<file path="src/rtl/wb_stage_regfile.sv">
// RV32I writeback stage fused with the 32-entry integer register file.
// Formats the writeback value, commits it, serves two bypassed read ports, counts retirements.

module wb_rf_read_port #(
  parameter int size = 32
) (
  input  logic                   reset,
  input  logic [4:0]             addr,
  input  logic                   wb_we,
  input  logic [4:0]             wb_rd,
  input  logic [size-1:0]        wb_data,
  input  logic [31:0][size-1:0]  regs,
  output logic [size-1:0]        data
);
  always_comb begin
    data = '0;
    if (reset && addr != 5'd0) begin
      if (wb_we && addr == wb_rd) data = wb_data;
      else                        data = regs[addr];
    end
  end
endmodule

module wb_stage_regfile #(
  parameter int size = 32
) (
  input  logic              clk,
  input  logic              reset,
  input  logic [size-1:0]   pc_wb,
  input  logic [size-1:0]   pc_adder_out_wb,
  input  logic [size-1:0]   alu_out_wb,
  input  logic [size-1:0]   dmem_out_wb,
  input  logic [size-1:0]   instruction_wb,
  input  logic              reg_wr_en_wb,
  input  logic [1:0]        wb_sel_wb,
  input  logic [4:0]        rs1_addr,
  input  logic [4:0]        rs2_addr,
  output logic [size-1:0]   rs1_data,
  output logic [size-1:0]   rs2_data,
  output logic [size-1:0]   wb_data,
  output logic [4:0]        wb_rd,
  output logic              wb_we,
  output logic [63:0]       retire_count
);
  localparam int NUM_PORTS = 2;

  logic [31:0][size-1:0]        regs;
  logic [2:0]                   funct3;
  logic [1:0]                   offset;
  logic [7:0]                   ld_byte;
  logic [15:0]                  ld_half;
  logic [size-1:0]              load_data;
  logic [NUM_PORTS-1:0][4:0]      rs_addr;
  logic [NUM_PORTS-1:0][size-1:0] rs_data;
  logic                         unused_trace;

  // pc_wb is carried for trace only
  assign unused_trace = ^pc_wb;

  assign funct3 = instruction_wb[14:12];
  assign wb_rd  = instruction_wb[11:7];
  assign offset = alu_out_wb[1:0];
  assign wb_we  = reg_wr_en_wb && (wb_rd != 5'd0) && reset;

  always_comb begin
    case (offset)
      2'd0:    ld_byte = dmem_out_wb[7:0];
      2'd1:    ld_byte = dmem_out_wb[15:8];
      2'd2:    ld_byte = dmem_out_wb[23:16];
      default: ld_byte = dmem_out_wb[31:24];
    endcase
  end

  // halfword select ignores offset[0]; misalignment is not trapped here
  assign ld_half = offset[1] ? dmem_out_wb[31:16] : dmem_out_wb[15:0];

  always_comb begin
    case (funct3)
      3'b000:  load_data = {{(size-8){ld_byte[7]}}, ld_byte};
      3'b001:  load_data = {{(size-16){ld_half[15]}}, ld_half};
      3'b100:  load_data = {{(size-8){1'b0}}, ld_byte};
      3'b101:  load_data = {{(size-16){1'b0}}, ld_half};
      default: load_data = dmem_out_wb;
    endcase
  end

  always_comb begin
    case (wb_sel_wb)
      2'b00:   wb_data = alu_out_wb;
      2'b01:   wb_data = load_data;
      2'b10:   wb_data = pc_adder_out_wb;
      default: wb_data = '0;
    endcase
  end

  // x0 is never written because wb_we excludes rd == 0
  always_ff @(posedge clk or negedge reset) begin
    if (!reset)     regs <= '0;
    else if (wb_we) regs[wb_rd] <= wb_data;
  end

  always_ff @(posedge clk or negedge reset) begin
    if (!reset)                         retire_count <= '0;
    else if (instruction_wb != '0)      retire_count <= retire_count + 64'd1;
  end

  assign rs_addr[0] = rs1_addr;
  assign rs_addr[1] = rs2_addr;

  for (genvar g = 0; g < NUM_PORTS; g++) begin : g_port
    wb_rf_read_port #(.size(size)) u_port (
      .reset   (reset),
      .addr    (rs_addr[g]),
      .wb_we   (wb_we),
      .wb_rd   (wb_rd),
      .wb_data (wb_data),
      .regs    (regs),
      .data    (rs_data[g])
    );
  end

  assign rs1_data = rs_data[0];
  assign rs2_data = rs_data[1];
endmodule

</file>
<file path="config.mk">
export PLATFORM = sky130hd
export DESIGN_NAME = wb_stage_regfile
export DESIGN_NICKNAME = d
export VERILOG_FILES = /design/src/rtl/wb_stage_regfile.sv
export SDC_FILE = /design/constraint.sdc
export NUM_CORES = 2
export LEC_CHECK = 0
export ABC_AREA = 1
export CELL_PAD_IN_SITES_DETAIL_PLACEMENT = 1
export CELL_PAD_IN_SITES_GLOBAL_PLACEMENT = 2
export CORE_ASPECT_RATIO = 1.4
export CORE_UTILIZATION = 37
export DETAILED_ROUTE_END_ITERATION = 6
export PLACE_DENSITY = 0.88
export SLEW_MARGIN = 20
export SYNTH_ARGS = -nofsm -noshare
export SYNTH_HDL_FRONTEND = slang
export SYNTH_SLANG_ARGS = --single-unit
</file>
<file path="constraint.sdc">
create_clock -name clk -period 4.62 [get_ports clk]
set_clock_uncertainty 0.1 [all_clocks]
set_input_delay 0.924 -clock clk [delete_from_list [all_inputs] [get_ports clk]]
set_output_delay 0.924 -clock clk [all_outputs]
set_load 0.02 [all_outputs]
</file>
==> reports/qor.yml <==
num-fill-cells: 22000
yosysSeqAreaShare: 0.420
min_period_ps: 4580
power_density_nw_per_um2: 369
synth_top_area_share: 0.420
endpoint_kind: "output pin"
drt-initial-drc-count: 6623
relSlewSlack: 0.228
hold_viol: 0
core_sq_um: 174000
synth.largest_area_cell: "dfrtp_1"
finalMaxSlewViolations: 0
dpl.cell_count: 11900
stdcell_count: 12100
grt_overflow: 0
htreeDepth: 4
async_flop_share: 1.00
violations: "DRC"
gp_congestion: 0.951
routed_wl_microns: 336000
clock.fmax_mhz: 218
avgSynthCellArea_sq_um: 6.67
use_met2: 0.597
postRouteAntennaNets: 0
use_met1: 0.448
synth_cell_types: 35
startpoint: "alu_out_wb[1]"
critPathRequiredTime_ps: 3600
fp-row-count: 181
synthTopCellsByArea: "dfrtp_1 (42%), nand2_1 (20%), nand3_1 (12%)"
dp_hpwl_microns: 210000
grt_pass1_vias: 75200
synth.top_cells.by_count: "nand2_1 (3486), nand3_1 (1596), dfrtp_1 (1088)"
postLayoutCoreUtil: 0.441
rrSetupSlack_ps: 1840
port_buffers: 308
worst-endpoint-arrival_ps: 3560
num_io_pins: 341
cts_tree: "done"
rsz0062_at_grt: "no"
cts_buffers: 131
syn2layout_area_growth_pct: 18.3
yosysWarnings: 0
critPathKind: "in2out"
initial_utilization: 0.373
ir_drop_mv: 0.407
syn_area_sq_um: 64800
nNetsFinal: 9935
start_kind: "input pin"
cp_max_fo: 28
clkSinkCount: 1088
reg2reg_from: "retire_count[0]$_DFFE_PN0P_"
period_share: 0.992
via_per_inst: 5.97
clockBufferDepth: 3
routedWlPerCell_microns: 27.7
drive_gt1_frac: 0.0795
drt-pass1-iter-count: 7
clock-root-buffer: "clkbuf_16"
die_area_sq_um: 177000
track_usage: 0.376
maxCapViolations: 0
synth_most_common_cell: "nand2_1"
synthCells: 9720
outcome: "finished, violations left"
synthFlopType: "dfrtp_1"
cts.clk_slew.worst_paths_ps: 70
worstMarginPinSlew_ps: 1150
grt_pass1_wl_microns: 495000
synth_fp_nets: 9896
holdWs_ps: 191
synth_seq_cells: 1088
p_leak_nw: 36.0
drcViolationCount: 40
top_usage_layer: "met2"
hp-class: "in2async"
ctsHoldBuffers: 0
die_y_microns: 497
num_vias: 72500
antenna_found_initial: 11
die_x_microns: 356
grtUsageMet3: 0.0797
clock_latency_ps: 830
synth_edf_count: 0
grt_start_max_net_pins: 155
setup_viol: 0
postCtsSetupBuffers: 0
[worst max-delay path: stages]
cell and delay (ps):
clkdlybuf4s50_1 530, buf_4 150, buf_6 210, nand2_1 80
o21ai_0 110, nand2_1 80, nand3_1 80, nand2_1 110
nand3_2 270, nor2_1 80, nor2_1 250, clkdlybuf4s50_1 660
[state kept, by name, indices dropped and copies added, names as in the netlist]
signal        count
retire_count     64
regs           1024
[layer usage]
metal,vias to the layer above,wire [microns]
met5,-,49
met4,8,27700
met3,1183,27900
met2,3335,154000
met1,36300,126000
li1,31600,-
[cell type report]
cell class	count	area [sq um]	area share
timing repair buffer	765	8180	0.107
tap	2287	2860	0.0373
clock buffer	193	3930	0.0512
sequential	1088	27200	0.355
antenna	7	17.5	0.000228
clock inverter	26	243	0.00316
inverter	428	1650	0.0216
multi-input combinational	7345	32600	0.425
[final timing paths]
kind / end / cells past startpoint
worst min register to register: regs[1]$_DFFE_PN0P_ / 0
max in group asynchronous: regs[435]$_DFFE_PN0P_ / 4
worst max register to register: retire_count[62]$_DFFE_PN0P_ / 10
worst max-delay path: rs2_data[6] / 12
worst min-delay path: regs[812]$_DFFE_PN0P_ / 2
min in group clk: regs[1]$_DFFE_PN0P_ / 0
[report_power, final]
group	internal (mW)	switching, mW	leakage (nW)
registers	10.9	0.900	13.8
clock network	6.02	4.47	2.06
logic	2.09	3.99	20.2
total	19.0	9.37	36.0
[placed cells by master, fill, tap and decap left out, drive strengths merged, types with 9 or more instances in the layout]
cell type,n
dlymetal6s2s,11
dfrtp,1088
o211ai,71
clkinv,22
nand3,1597
inv,426
nand2,3489
nand4,20
nor3,35
xnor2,14
o22ai,9
xor2,31
buf,492
o21ai,914
clkdlybuf4s50,256
nor2,643
a21oi,358
a31oi,147
clkbuf,193
[metrics by stage]
stage               setup TNS, ps  power (mW)  instance area, sq um  setup WS [ps]
global route                    0        29.5                 76700           2.28
floorplan                       0        15.2                 64800           1130
CTS                             0        28.4                 76600           12.4
finish                          0        28.3                 76700           36.0
detailed placement          -2220        17.9                 72400           -319
global placement            -1450        17.6                 72400           -251
[logic make-up after synthesis]
logic type / share of synthesized area
xor gates and xnor gates: 0.00608
DFF: 0.420
AOI/OAI and AO/OA: 0.123
buffers and inverters: 0.0813
and+or+nand+nor: 0.370
adders and majority gates: 0.000193
[timing repair]
action	in CTS	in global routing
resized for setup	20	26
pin swaps	1	0
endpoints found under the setup margin	30	41
No activity file was read; power rests on OpenSTA's default activity.
